<file path="src/rtl/riscv_ctrl_pkg.sv">
// Shared control definitions for the multicycle RISC-V core.
// Holds the main FSM state encodings, the opcode values it decodes,
// the ALUOp codes handed to alu_control and the datapath mux selects.
package riscv_ctrl_pkg;

    typedef enum logic [3:0] {
        FETCH    = 4'd0,
        DECODE   = 4'd1,
        MEMADR   = 4'd2,
        MEMREAD  = 4'd3,
        MEMWB    = 4'd4,
        MEMWRITE = 4'd5,
        EXECUTER = 4'd6,
        EXECUTEI = 4'd7,
        ALUWB    = 4'd8,
        JAL      = 4'd9,
        BEQ      = 4'd10
    } state_t;

    localparam logic [6:0] OP_LW  = 7'b0000011;
    localparam logic [6:0] OP_SW  = 7'b0100011;
    localparam logic [6:0] OP_R   = 7'b0110011;
    localparam logic [6:0] OP_I   = 7'b0010011;
    localparam logic [6:0] OP_JAL = 7'b1101111;
    localparam logic [6:0] OP_BEQ = 7'b1100011;

    localparam logic [1:0] ALUOP_ADD   = 2'b00;
    localparam logic [1:0] ALUOP_SUB   = 2'b01;
    localparam logic [1:0] ALUOP_FUNCT = 2'b10;

    localparam logic [1:0] SRCA_PC    = 2'b00;
    localparam logic [1:0] SRCA_OLDPC = 2'b01;
    localparam logic [1:0] SRCA_RS1   = 2'b10;

    localparam logic [1:0] SRCB_RS2  = 2'b00;
    localparam logic [1:0] SRCB_IMM  = 2'b01;
    localparam logic [1:0] SRCB_FOUR = 2'b10;

    localparam logic [1:0] RES_ALUOUT = 2'b00;
    localparam logic [1:0] RES_RDATA  = 2'b01;
    localparam logic [1:0] RES_ALURES = 2'b10;

endpackage

</file>
<file path="src/rtl/perf_sat_counter.sv">
// Saturating performance counter.
// Ports:
//   clk   - clock
//   clear - synchronous clear to zero (dominates inc)
//   inc   - add one this cycle unless already all-ones
//   count - current value
module perf_sat_counter #(
    parameter int unsigned CNT_W = 32
) (
    input  logic             clk,
    input  logic             clear,
    input  logic             inc,
    output logic [CNT_W-1:0] count
);

    logic [CNT_W-1:0] cnt_q;

    always_ff @(posedge clk) begin
        if (clear) begin
            cnt_q <= '0;
        end else if (inc && (cnt_q != '1)) begin
            cnt_q <= cnt_q + CNT_W'(1);
        end
    end

    assign count = cnt_q;

endmodule

</file>
<file path="src/rtl/multicycle_main_fsm.sv">
// Main control FSM of the multicycle RISC-V core.
// Steps each instruction through fetch/decode/execute/memory/writeback,
// drives ALUOp and the datapath mux/enable controls, stalls on the cache
// handshake and keeps retired-instruction and stall-cycle counters.
// Ports:
//   clk, reset           - clock, synchronous active-high reset
//   op                   - opcode from the instruction register
//   mem_ready            - cache finishes the current access this cycle
//   mem_req, adr_src     - memory request and address select
//   ir_write, pc_update  - IR load and unconditional PC write
//   branch               - conditional PC write (Zero-gated downstream)
//   reg_write, mem_write - register file / cache write enables
//   alu_src_a/b          - ALU operand selects
//   result_src           - result bus select
//   alu_op               - to alu_control
//   illegal_op           - pulse on an unsupported opcode in DECODE
//   state_o              - current state, for debug
//   retired_cnt          - completed instructions (saturating)
//   stall_cnt            - cycles waiting on mem_ready (saturating)
module multicycle_main_fsm
    import riscv_ctrl_pkg::*;
#(
    parameter int unsigned CNT_W = 32
) (
    input  logic             clk,
    input  logic             reset,
    input  logic [6:0]       op,
    input  logic             mem_ready,
    output logic             mem_req,
    output logic             adr_src,
    output logic             ir_write,
    output logic             pc_update,
    output logic             branch,
    output logic             reg_write,
    output logic             mem_write,
    output logic [1:0]       alu_src_a,
    output logic [1:0]       alu_src_b,
    output logic [1:0]       result_src,
    output logic [1:0]       alu_op,
    output logic             illegal_op,
    output logic [3:0]       state_o,
    output logic [CNT_W-1:0] retired_cnt,
    output logic [CNT_W-1:0] stall_cnt
);

    state_t state_q, state_d;
    logic   retire;
    logic   stall;

    always_ff @(posedge clk) begin
        if (reset) begin
            state_q <= FETCH;
        end else begin
            state_q <= state_d;
        end
    end

    always_comb begin
        state_d    = state_q;
        mem_req    = 1'b0;
        adr_src    = 1'b0;
        ir_write   = 1'b0;
        pc_update  = 1'b0;
        branch     = 1'b0;
        reg_write  = 1'b0;
        mem_write  = 1'b0;
        alu_src_a  = SRCA_PC;
        alu_src_b  = SRCB_RS2;
        result_src = RES_ALUOUT;
        alu_op     = ALUOP_ADD;
        illegal_op = 1'b0;
        retire     = 1'b0;

        case (state_q)
            FETCH: begin
                mem_req    = 1'b1;
                alu_src_b  = SRCB_FOUR;
                result_src = RES_ALURES;
                // PC+4 is written only on the completing cycle, so a stalled
                // fetch still advances the PC exactly once.
                ir_write   = mem_ready;
                pc_update  = mem_ready;
                if (mem_ready) state_d = DECODE;
            end
            DECODE: begin
                alu_src_a = SRCA_OLDPC;
                alu_src_b = SRCB_IMM;
                case (op)
                    OP_LW, OP_SW: state_d = MEMADR;
                    OP_R:         state_d = EXECUTER;
                    OP_I:         state_d = EXECUTEI;
                    OP_JAL:       state_d = JAL;
                    OP_BEQ:       state_d = BEQ;
                    default: begin
                        illegal_op = 1'b1;
                        state_d    = FETCH;
                    end
                endcase
            end
            MEMADR: begin
                alu_src_a = SRCA_RS1;
                alu_src_b = SRCB_IMM;
                state_d   = (op == OP_LW) ? MEMREAD : MEMWRITE;
            end
            MEMREAD: begin
                mem_req = 1'b1;
                adr_src = 1'b1;
                if (mem_ready) state_d = MEMWB;
            end
            MEMWB: begin
                result_src = RES_RDATA;
                reg_write  = 1'b1;
                retire     = 1'b1;
                state_d    = FETCH;
            end
            MEMWRITE: begin
                mem_req   = 1'b1;
                mem_write = 1'b1;
                adr_src   = 1'b1;
                if (mem_ready) begin
                    retire  = 1'b1;
                    state_d = FETCH;
                end
            end
            EXECUTER: begin
                alu_src_a = SRCA_RS1;
                alu_src_b = SRCB_RS2;
                alu_op    = ALUOP_FUNCT;
                state_d   = ALUWB;
            end
            EXECUTEI: begin
                alu_src_a = SRCA_RS1;
                alu_src_b = SRCB_IMM;
                alu_op    = ALUOP_FUNCT;
                state_d   = ALUWB;
            end
            ALUWB: begin
                reg_write = 1'b1;
                retire    = 1'b1;
                state_d   = FETCH;
            end
            JAL: begin
                alu_src_a = SRCA_OLDPC;
                alu_src_b = SRCB_FOUR;
                pc_update = 1'b1;
                state_d   = ALUWB;
            end
            BEQ: begin
                alu_src_a = SRCA_RS1;
                alu_src_b = SRCB_RS2;
                alu_op    = ALUOP_SUB;
                branch    = 1'b1;
                retire    = 1'b1;
                state_d   = FETCH;
            end
            default: state_d = FETCH;
        endcase

        // Only memory states raise mem_req, so this covers exactly the
        // waiting cycles of FETCH, MEMREAD and MEMWRITE.
        stall = mem_req && !mem_ready;

        // Reset abandons any access in flight in the same cycle.
        if (reset) begin
            mem_req    = 1'b0;
            adr_src    = 1'b0;
            ir_write   = 1'b0;
            pc_update  = 1'b0;
            branch     = 1'b0;
            reg_write  = 1'b0;
            mem_write  = 1'b0;
            alu_src_a  = 2'b00;
            alu_src_b  = 2'b00;
            result_src = 2'b00;
            alu_op     = 2'b00;
            illegal_op = 1'b0;
            retire     = 1'b0;
            stall      = 1'b0;
        end
    end

    assign state_o = state_q;

    perf_sat_counter #(
        .CNT_W(CNT_W)
    ) u_retired (
        .clk  (clk),
        .clear(reset),
        .inc  (retire),
        .count(retired_cnt)
    );

    perf_sat_counter #(
        .CNT_W(CNT_W)
    ) u_stall (
        .clk  (clk),
        .clear(reset),
        .inc  (stall),
        .count(stall_cnt)
    );

endmodule

</file>
<file path="config.mk">
export PLATFORM = sky130hd
export DESIGN_NAME = multicycle_main_fsm
export DESIGN_NICKNAME = d
export VERILOG_FILES = /design/src/rtl/riscv_ctrl_pkg.sv /design/src/rtl/perf_sat_counter.sv /design/src/rtl/multicycle_main_fsm.sv
export SDC_FILE = /design/constraint.sdc
export NUM_CORES = 1
export LEC_CHECK = 0
export BUFFER_PORTS_ARGS = -buffer_cell sky130_fd_sc_hd__buf_2
export CAP_MARGIN = 20
export CELL_PAD_IN_SITES_DETAIL_PLACEMENT = 1
export CELL_PAD_IN_SITES_GLOBAL_PLACEMENT = 2
export CORE_UTILIZATION = 33
export DETAILED_ROUTE_END_ITERATION = 7
export PLACE_DENSITY = 0.88
export SLEW_MARGIN = 20
export SYNTH_ARGS = -nofsm -noshare
export SYNTH_HDL_FRONTEND = slang
export SYNTH_SLANG_ARGS = --single-unit
export TNS_END_PERCENT = 30
</file>
<file path="constraint.sdc">
create_clock -name clk -period 4.9 [get_ports clk]
set_input_delay 0.735 -clock clk [delete_from_list [all_inputs] [get_ports clk]]
set_output_delay 0.735 -clock clk [all_outputs]
set_load 0.1 [all_outputs]
</file>
==> flow_metrics.py <==
metrics = {
    "run_status": {
        "status": "finished, final reports clean",
    },
    "timing": {
        "timing.final.hold_violations": 0,
        "period_needed_ps": 2850,
        "slew_headroom_pct": 31.90,
        "tightest_slew_ps": 1015,
        "post-route-period-util_pct": 58.17,
        "worst_clock_skew_ps": 9.432,
        "setup_viol": 0,
        "tns_ps": 0,
        "setup_slack_ps": 2050,
        "achievable-frequency_mhz": 350.9,
        "timing.hold.ws_ps": 504.1,
        "rsz0062_at_grt": "false",
        "drv_slew": 0,
    },
    "critical_path": {
        "cp.arrival_ps": 2120,
        "start_kind": "register",
        "worstSetupPathType": "reg2out",
        "slowest_stage": "dfxtp_1",
        "cp.required_ps": 4160,
        "path_cells": "xor2_1, o22ai_1, nor2b_1, buf_2",
        "crit_path_max_incr_delay_ps": 700,
        "critical-path-top-delay-family": "flip-flops",
        "crit_path_end_kind": "output port",
        "cp_max_fo": 18,
        "worst-path-buf-inv": 1,
    },
    "cells_and_area": {
        "drive_gt1_share_pct": 22.58,
        "area_delta_synth_final_pct": 21.72,
        "post-route-util_pct": 41.27,
        "antenna_cells": 0,
        "stdcell_area_um2": 4712,
        "nets": 567,
        "fin_cells": 701,
        "n_fill_cell": 1381,
    },
    "yosys": {
        "yosysSeqAreaShare_pct": 35.16,
        "syn_avg_cell_area_um2": 8.116,
        "synth_nets": 489,
        "ys_warn_count": 0,
        "async_flop_share_pct": 0,
        "postSynth.topFlopCell": "dfxtp_1",
        "synth_top_area_share_pct": 35.16,
        "synth_cell_type_count": 57,
        "synth_edf_count": 0,
        "ys_seq_elements": 68,
        "postSynthCellCount": 477,
        "synthesis.area_um2": 3871,
        "synthTopCellsByArea": "dfxtp_1 (35%), a21oi_1 (6.2%), or4_1 (4.8%)",
        "synth_top_cell_by_area": "dfxtp_1",
    },
    "power": {
        "combPwrFrac_pct": 9.2,
        "max-vdd-ir-drop_uv": 162.7,
        "switching_share_pct": 26.15,
        "total_power_mw": 1.346,
        "clock_power_share_pct": 49.0,
        "intPower_uw": 994.3,
        "powerDensity_nw_per_um2": 285.7,
        "power.leakage_nw": 1.720,
        "p_switching_uw": 352.1,
        "power_frac_seq_pct": 41.8,
    },
    "global_routing": {
        "grt_util_all_layers_pct": 20.34,
        "grt_pass1_vias": 3956,
        "antenna_found_initial": 0,
        "grt_pass1_wl_um": 19380,
        "grt_max_degree": 67,
        "grt_remaining_overflow": 0,
    },
    "clocking": {
        "cts_resized": 0,
        "cts_tree": "done",
        "cts-buffers-inserted": 9,
        "clock-sinks": 68,
        "cts_hold_buf": 0,
        "root_buffer": "clkbuf_16",
        "h-tree-depth": 3,
        "clock_latency_ps": 340,
        "cts_setup_buffers": 0,
        "clk_path_buf_depth": 2,
        "cts.clk_slew.worst_paths_ps": 60,
    },
    "placed_design": {
        "placed_cells": 686,
        "gp_congestion": 0.7924,
        "dp_slack_ps": 1829,
        "dp_hpwl_um": 8387,
        "placed_area_um2": 4413,
        "port_buffers": 93,
    },
    "routing": {
        "remaining_drc_errors": 0,
        "vias": 4130,
        "viasPerCell": 5.892,
        "routed_wl_um": 11990,
        "ant_nets": 0,
        "routedWlPerCell_um": 17.10,
        "firstDrtPassIters": 4,
        "drt_iter0_drc": 188,
    },
    "floorplan": {
        "io_pins": 94,
        "fp.dieH_um": 110.3,
        "start_util_pct": 33.90,
        "rows": 39,
        "core_area_um2": 11420,
        "die_area_um2": 12170,
        "die_w_um": 110.3,
    },
    "job": {
        "drv_cap": 0,
    },
    "min_path": {
        "hp-class": "reg2reg",
    },
}
cell usage after synthesis, drive strengths merged (14+ instances only):
cell,number
o21ai,25
nor2,28
clkbuf,19
nand4,17
o31ai,24
nand2,28
or4,25
dfxtp,68
a21oi,48
or3,23
nor4,14
nand3,25
worst paths after layout:
check	slack, ps	end	depth (start not counted)	startpoint
max	2050	alu_src_b[0]	4	state_o[2]
min	500	u_stall.count[22]	2	u_stall.count[22]
max reg2reg	2090	u_retired.count[1]	6	u_retired.count[0]
min reg2reg	500	u_stall.count[22]	2	u_stall.count[22]
power by group through the flow:
stage               Sequential [mW]  Combinational [mW]  Clock (mW)
floorplan                     0.589              0.0855           0
global placement              0.574               0.123           0
detailed placement            0.575               0.125           0
CTS                           0.563               0.126       0.671
global route                  0.563               0.131       0.695
finish                        0.563               0.124       0.659
cell families (layout without fill, tap and decap cells):
group                      Yosys count  in the layout  synth area share [%]
and+or+nand+nor                    218            218                 32.90
muxes                               10             10                 2.876
buffers and inverters               39            120                 4.137
DFF                                 68             68                 35.16
adders and majority gates            2              2                0.6463
AOI/OAI and AO/OA                  134            134                 22.92
xor gates and xnor gates             6              6                 1.358
worst min-delay path, delay by kind of cell, from the launching register on:
family,cells,cell delay (ps)
flip-flops,1,330
AO/OA/AOI/OAI,2,130
cell usage in the layout, fill, tap and decap left out, drive strengths merged, types with 12 or more instances in the layout:
| cell type | instances |
|---|---|
| nand3 | 25 |
| nor4 | 14 |
| clkbuf | 12 |
| o31ai | 24 |
| o21ai | 25 |
| nand4 | 17 |
| or3 | 23 |
| buf | 96 |
| a21oi | 48 |
| nor2b | 12 |
| nand2 | 28 |
| or4 | 25 |
| nor2 | 28 |
| dfxtp | 68 |
state kept, by name, summed over array words and instances (netlist names):
name / flops
u_retired.count: 32
u_stall.count: 32
state_o: 4
layer usage:
layer  vias up  track usage, %  share of wire (%)
li1       1986               -                  -
met1      2065           24.68                 46
met2        67           34.69                 49
met3        12           5.291                3.8
met4         0           6.955                1.4
met5         -               0                  0
cell type report:
class | instances | area [µm²] | area share, %
inverter | 10 | 37.54 | 0.7966
multi-input combinational | 370 | 2355 | 49.97
timing repair buffer | 96 | 488.0 | 10.36
clock inverter | 2 | 35.03 | 0.7435
sequential | 68 | 1361 | 28.89
tap | 143 | 178.9 | 3.797
clock buffer | 12 | 256.5 | 5.443
(Power assumes the default switching activity.)
